## config.mk

```make
export PLATFORM = sky130hd
export DESIGN_NAME = mem_arbiter
export DESIGN_NICKNAME = d
export VERILOG_FILES = /design/src/rtl/mem_arb_pkg.sv /design/src/rtl/mem_arb_pick.sv /design/src/rtl/mem_arbiter.sv
export SDC_FILE = /design/constraint.sdc
export NUM_CORES = 1
export LEC_CHECK = 0
export BUFFER_PORTS_ARGS = -buffer_cell sky130_fd_sc_hd__buf_2
export CAP_MARGIN = 20
export CORE_AREA = 2 2 334 336
export CTS_CLUSTER_SIZE = 10
export DETAILED_ROUTE_END_ITERATION = 16
export DIE_AREA = 0 0 336 338
export SYNTH_ARGS = -nofsm -noshare
export SYNTH_HDL_FRONTEND = slang
export SYNTH_HIERARCHICAL = 1
export SYNTH_SLANG_ARGS = --single-unit
```

## constraint.sdc

```tcl
create_clock -name clk -period 2.1 [get_ports clk]
set_clock_uncertainty 0.05 [all_clocks]
set_input_delay 0.42 -clock clk [delete_from_list [all_inputs] [get_ports clk]]
set_output_delay 0.42 -clock clk [all_outputs]
set_load 0.02 [all_outputs]
```

## src/rtl/mem_arb_pkg.sv

```systemverilog
// mem_arb_pkg: shared types and constants for the I/D main-memory arbiter.
package mem_arb_pkg;
    localparam int DEF_ADDR_W = 28;
    localparam int DEF_DATA_W = 128;
    typedef enum logic [1:0] {
        S_IDLE  = 2'd0,
        S_GNT_I = 2'd1,
        S_GNT_D = 2'd2,
        S_GAP   = 2'd3
    } state_t;
    localparam logic GNT_I = 1'b0;
    localparam logic GNT_D = 1'b1;
endpackage

```

## src/rtl/mem_arb_pick.sv

```systemverilog
// mem_arb_pick: combinational I/D grant select.
// MEM_ARB_RR_EN selects round-robin on contention; otherwise D always wins.
module mem_arb_pick
    import mem_arb_pkg::*;
(
    input  logic i_req,
    input  logic d_req,
`ifdef MEM_ARB_RR_EN
    input  logic last_gnt,
`endif
    output logic any_req,
    output logic gnt
);
    assign any_req = i_req | d_req;
`ifdef MEM_ARB_RR_EN
    assign gnt = (i_req && d_req) ? ~last_gnt : (d_req ? GNT_D : GNT_I);
`else
    assign gnt = d_req ? GNT_D : GNT_I;
`endif
endmodule

```

## src/rtl/mem_arbiter.sv

```systemverilog
// mem_arbiter: shares one 128-bit memory port between I-cache and D-cache.
// MEM_ARB_RR_EN enables round-robin on simultaneous requests (default: fixed D priority).
module mem_arbiter
    import mem_arb_pkg::*;
#(
    parameter int ADDR_W = DEF_ADDR_W,
    parameter int DATA_W = DEF_DATA_W
) (
    input  logic              clk,
    input  logic              proc_reset,
    input  logic              i_read,
    input  logic              i_write,
    input  logic [ADDR_W-1:0] i_addr,
    input  logic [DATA_W-1:0] i_wdata,
    output logic [DATA_W-1:0] i_rdata,
    output logic              i_ready,
    input  logic              d_read,
    input  logic              d_write,
    input  logic [ADDR_W-1:0] d_addr,
    input  logic [DATA_W-1:0] d_wdata,
    output logic [DATA_W-1:0] d_rdata,
    output logic              d_ready,
    output logic              mem_read,
    output logic              mem_write,
    output logic [ADDR_W-1:0] mem_addr,
    output logic [DATA_W-1:0] mem_wdata,
    input  logic [DATA_W-1:0] mem_rdata,
    input  logic              mem_ready
);
    state_t state_q, state_d;
    logic   any_req, gnt, gnt_i, gnt_d;
`ifdef MEM_ARB_RR_EN
    logic   last_gnt_q, last_gnt_d;
`endif

    mem_arb_pick u_pick (
        .i_req    (i_read | i_write),
        .d_req    (d_read | d_write),
`ifdef MEM_ARB_RR_EN
        .last_gnt (last_gnt_q),
`endif
        .any_req  (any_req),
        .gnt      (gnt)
    );

    always_comb begin
        state_d = state_q;
        case (state_q)
            S_IDLE:  state_d = any_req ? (gnt == GNT_D ? S_GNT_D : S_GNT_I) : S_IDLE;
            S_GNT_I,
            S_GNT_D: state_d = mem_ready ? S_GAP : state_q;
            default: state_d = S_IDLE;
        endcase
`ifdef MEM_ARB_RR_EN
        last_gnt_d = (state_q == S_IDLE && any_req) ? gnt : last_gnt_q;
`endif
    end

    always_ff @(posedge clk) begin
        if (proc_reset) begin
            state_q <= S_IDLE;
`ifdef MEM_ARB_RR_EN
            last_gnt_q <= GNT_D;
`endif
        end else begin
            state_q <= state_d;
`ifdef MEM_ARB_RR_EN
            last_gnt_q <= last_gnt_d;
`endif
        end
    end

    // Request lines follow the owner live, so a dropped request goes low at memory too.
    assign gnt_i     = state_q == S_GNT_I;
    assign gnt_d     = state_q == S_GNT_D;
    assign mem_read  = (gnt_i & i_read) | (gnt_d & d_read);
    assign mem_write = (gnt_i & i_write) | (gnt_d & d_write);
    assign mem_addr  = gnt_i ? i_addr : gnt_d ? d_addr : '0;
    assign mem_wdata = gnt_i ? i_wdata : gnt_d ? d_wdata : '0;
    assign i_ready   = gnt_i & mem_ready;
    assign d_ready   = gnt_d & mem_ready;
    assign i_rdata   = gnt_i ? mem_rdata : '0;
    assign d_rdata   = gnt_d ? mem_rdata : '0;
endmodule

```

# Yosys cells after proc, flatten, opt, wreduce, memory -nomap -nowiden
# Cells that the tools add are included.
totals:
  regBits: 2
  out_inout_bits: 416
  wordCells: 28
op_classes:
  eq_ne: 3
  n_mux: 11
  n_bitwise: 11
  reduce_logical: 2
op_table:
  columns: ["cell", "count"]
  rows:
  - ["128-bit 2-to-1 mux", 4]
  - ["28-bit 2-to-1 mux", 2]
  - ["1-bit bitwise AND", 6]
  - ["2-bit 2-to-1 mux", 3]
  - ["1-bit bitwise OR", 5]
  - ["2-bit case mux with 2 select lines", 1]
  - ["2-bit by 1-bit == test with 1-bit output, second input constant", 1]
  - ["2-bit == test, second input constant", 1]
  - ["2-bit logical NOT", 1]
  - ["2-bit != test, second input constant", 1]
  - ["2-bit OR reduction", 1]
  - ["1-bit 2-to-1 mux", 1]

# Longest topological paths before layout
depth:
  word_depth: 5
  mapped_depth: 7
  ltp_nobuf: 5

# Modules after synthesis
# Netlist, hierarchy kept.
modules_own_cells:
  columns: ["mod", "instances", "cells_each", "area_per_inst_um2"]
  rows:
  - ["mem_arbiter", 1, 829, 4257.8]
  - ["mem_arb_pick", 1, 2, 13.8]

# Worst setup path before layout
# OpenSTA, ideal clock, no wires.
synth_timing:
  kind: "register to output"
  start: "register state_q[1]"
  end: "output mem_wdata[113]"
  arrival_ns: 1.523
  path_slack_ns: 0.107
  path_stages_with_launch: 7
  path_cell_list: "dfxtp_1 > inv_1 > ha_1 > buf_4 > buf_6 > clkbuf_1 > o21ai_0"
synth_between:
  elab_chain_len: 3
  word_cells_on_any_way: 4
  cone_classes: "2 x eq/ne; 2 x mux"
synth_lines:
  columns: ["element", "line_no", "rtl"]
  rows:
  - ["start: declaration", "mem_arbiter.sv:30", "state_t state_q, state_d;"]
  - ["start signal: assignment", "mem_arbiter.sv:66", "state_q <= state_d;"]
  - ["2-bit == test", "mem_arbiter.sv:75", "assign gnt_d = state_q == S_GNT_D;"]
  - ["128-bit 2-to-1 mux", "mem_arbiter.sv:79", "assign mem_wdata = gnt_i ? i_wdata : gnt_d ? d_wdata : '0;"]
  - ["128-bit 2-to-1 mux (*)", "mem_arbiter.sv:79", null]
  - ["end: declaration", "mem_arbiter.sv:26", "output logic [DATA_W-1:0] mem_wdata,"]
# Every way passes the cells marked *; elsewhere a longest branch is shown, timed or not.

# Final worst setup path
layout_timing:
  start: "register state_q[1]"
  end: "output mem_read"
layout_between:
  elab_chain_len: 3
  word_cells_on_any_way: 5
  cone_classes: "2 x eq/ne; 3 x bitwise"
layout_lines:
  columns: ["element", "line_no", "rtl"]
  rows:
  - ["2-bit by 1-bit == test with 1-bit output / 2-bit == test (equally long branches)", "mem_arbiter.sv:74, mem_arbiter.sv:75", null]
  - ["1-bit bitwise AND", "mem_arbiter.sv:76", "assign mem_read = (gnt_i & i_read) | (gnt_d & d_read);"]
  - ["1-bit bitwise OR (*)", "mem_arbiter.sv:76", null]
  - ["end: declaration", "mem_arbiter.sv:23", "output logic mem_read,"]
# Marks and branches as above.

==> PnR_summary.wiki <==
{| class="wikitable"
! Metric !! Value
|-
| Ranking of synthesized cells by area || and2_1, nand2_1, o21ai_1, o21ai_0, buf_6
|-
| Final worst setup slack || -108 ps
|-
| VDD IR-drop max || 0.329 mV
|-
| Routed length per instance || between 20 and 30 um
|-
| Unique masters post-synth || 20
|-
| Seq cells post-synth || 2
|-
| Global-route total usage across every layer || 14.9%
|-
| Die Span Y || 338 um
|-
| Post-layout util || between 10 and 15%
|-
| FF-to-FF setup slack || 640 ps
|-
| Most common flop cell mapped by yosys || dfxtp_1
|-
| Starting Density || under 10%
|-
| Total Power Consumption || 0.0152 W
|-
| Count of vias placed by the detailed router || 10,220
|-
| Total setup violations reported at the end of the flow || 286
|-
| Cell count after synthesis || 831
|-
| Power Dens Cells || approximately 1100 nW/um^2
|-
| Layout Nets || 2,170
|-
| Outcome || complete, but fails checks
|-
| Final std cells w/o fill || 3,233
|-
| Final number of hold-violating endpoints || 0
|-
| Reg-to-reg critical path endpoint || state_q[1]
|-
| TritonCTS sink count || 2
|-
| Skew-Pair Late Insertion Delay || about 220 ps
|-
| Async S/R FF share, synth || 0%
|-
| Die Span X || 336 um
|-
| Depth of the worst hold-timing path || 3
|-
| Top register by number of flip-flops || state_q
|-
| Yosys warning count || 6
|-
| Residual overflow from global routing || 0
|-
| Max FFs per register || 2
|-
| Mapped Nets || 1,283
|-
| Kind of path behind the tightest hold check || in2reg
|-
| Number of global-route vias before repair || 8,258
|-
| H-tree Lvls || 1
|-
| RSZ-0062 raised after global routing || yes
|-
| Detailed Place HPWL || 84.0 mm
|-
| Fraction of post-synthesis cell area in the top cell type by area || 37.8%
|-
| Number of cell rows || 122
|-
| Average vias per placed instance || around 3.2
|-
| Period minus WS final || 2210 ps
|-
| RD Place Congestion || 0.918
|-
| Global-route wire length before repair || around 110 mm
|-
| Data arrival time of the critical path || roughly 1700 ps
|-
| Largest area contributor in the synthesized netlist || and2_1
|-
| Post-route DRC || 0
|-
| Avg Synthesized Cell Area || 5.14 sq um
|-
| Clock tree root buffer cell || clkbuf_16
|-
| Register area share after synthesis || 0.937%
|-
| MaxCap Viol Count || 0
|-
| TritonRoute pass-1 iters || 5
|-
| Max Root-Sink Buffers || 2
|-
| Number of antenna violations at the first check in global routing || 188
|-
| Launch instance of the worst register-to-register path || state_q[0]
|-
| Kind of start point of the critical path || flip-flop
|-
| Worst Setup Path Type || reg2out
|-
| Worst Path Required || 1630 ps
|-
| Detailed-route wire length || between 90 and 100 mm
|-
| Maximum fanout along the worst path || 19
|-
| Final clock period utilization by the worst path || 105%
|-
| Cell count after placement || 3,151
|-
| Placed instance area || about 11,000 sq um
|-
| Worst Setup End Kind || primary output
|-
| Tightest Pin Transition || around 280 ps
|-
| Fraction of final layout cells with drive strength greater than 1 || about 64%
|-
| Synthesis-to-finish area growth || 217%
|-
| Leak || 6.76 nW
|-
| Most instantiated cells after synthesis || nand2_1, and2_1, o21ai_1
|-
| Largest net degree at the start of global routing || 46
|-
| Post-placement worst setup slack || -135 ps
|-
| Area of the die || about 110,000 sq um
|-
| Final slew viol count || 0
|-
| Cell depth of the worst flop-to-flop path || 6
|-
| Tightest slew margin relative to the limit || 81.5%
|-
| Floorplan Core Area || 110,000 sq um
|-
| Largest registers || state_q (2)
|-
| Clock transition at path regs || roughly 30 ps
|-
| Violations in the final reports || setup timing
|-
| Cell with the most instances after synthesis || nand2_1
|-
| Worst Hold Path EP || state_q[0]
|-
| Number of port buffers || ~860
|-
| Beginning of the worst hold path || proc_reset
|-
| Final std cell area, no fill || 13,500 sq um
|-
| Detail Route Antenna Nets || 0
|-
| Number of design-rule violations left by the first detailed-router iteration || ~570
|-
| TritonCTS clock tree || built
|-
| Number of top-level pins || ~860
|-
| Number of synthesized flops with an enable pin || 0
|-
| Maximum clock frequency || 453 MHz
|-
| Clock buffer count from CTS || 3
|-
| Cell Area, Synth || 4270 sq um
|}
## area by class of cell
class                   instances  area, sq um
clock buffers                   3         75.1
inverters                       3         13.8
fillers                     12841        96500
multi-input cells             744         4280
well taps                    1488         1860
flip-flops and latches          2         47.5
repair buffers                964         7200
diodes                         29         72.6
## where the power goes
| part | internal, W | leakage [nW] | switching, W |
|---|---|---|---|
| clock network | 0.000243 | 0.0371 | 0.0000469 |
| logic | 0.00631 | 6.70 | 0.00851 |
| registers | 0.0000616 | 0.0178 | 0.0000206 |
| total | 0.00661 | 6.76 | 0.00858 |
## layer usage
| metal | vias up | track usage [%] | routed length, um |
|---|---|---|---|
| met1 | 4593 | 17.3 | 35800 |
| met4 | 128 | 0.410 | 1500 |
| met3 | 258 | 11.2 | 16600 |
| met2 | 818 | 22.9 | 41300 |
| li1 | 4423 | - | - |
| met5 | - | 0 | 864 |
## cell usage in the layout (no fill, tap or decap), drive strengths merged
master,netlist,final
buf,43,938
nand2,313,313
and2,258,258
o21ai,156,156
diode,0,29
clkbuf,39,28
ha,5,5
or2,3,3
inv,3,3
a22o,2,2
nand3b,2,2
nor2,2,2
o22ai,2,2
dfxtp,2,2
nor3b,1,1
bufbuf,0,1
## per-stage QoR
step                TNS, ps  hold slack (ps)
floorplan                 0              465
detailed placement     -565              542
CTS                   -6830              458
global placement       -445              537
finish               -15610              469
global route         -31100              479
## worst max path at each step
stage	start	end	slack, ps
floorplan	state_q[1]	mem_wdata[113]	110
global placement	state_q[1]	mem_addr[10]	-130
detailed placement	state_q[1]	mem_addr[10]	-130
CTS	state_q[1]	i_rdata[18]	-110
global route	state_q[1]	mem_wdata[83]	-140
finish	state_q[1]	mem_read	-110
## logic make-up after synthesis
| kind of cell | share of synthesized area [%] |
|---|---|
| flip-flops | 0.937 |
| adder cells (fa/ha/maj) | 1.46 |
| AND/OR/NAND/NOR | 66.4 |
| buffers and inverters | 12.2 |
| AO/OA/AOI/OAI | 19.0 |
## repair_timing
action,in CTS,in global routing
cloned,6,21
pin swaps,1,50
hold buffers,0,0
buffers inserted,11,12
setup endpoints to repair,354,366
resized for setup,202,378
## worst max-delay path, stage by stage, from the launching register on
cell,delay (ps)
dfxtp_4,340
buf_6,120
ha_4,200
buf_4,150
buf_12,150
clkbuf_16,190
a22o_1,180
buf_2,170
(Power assumes the default switching activity.)
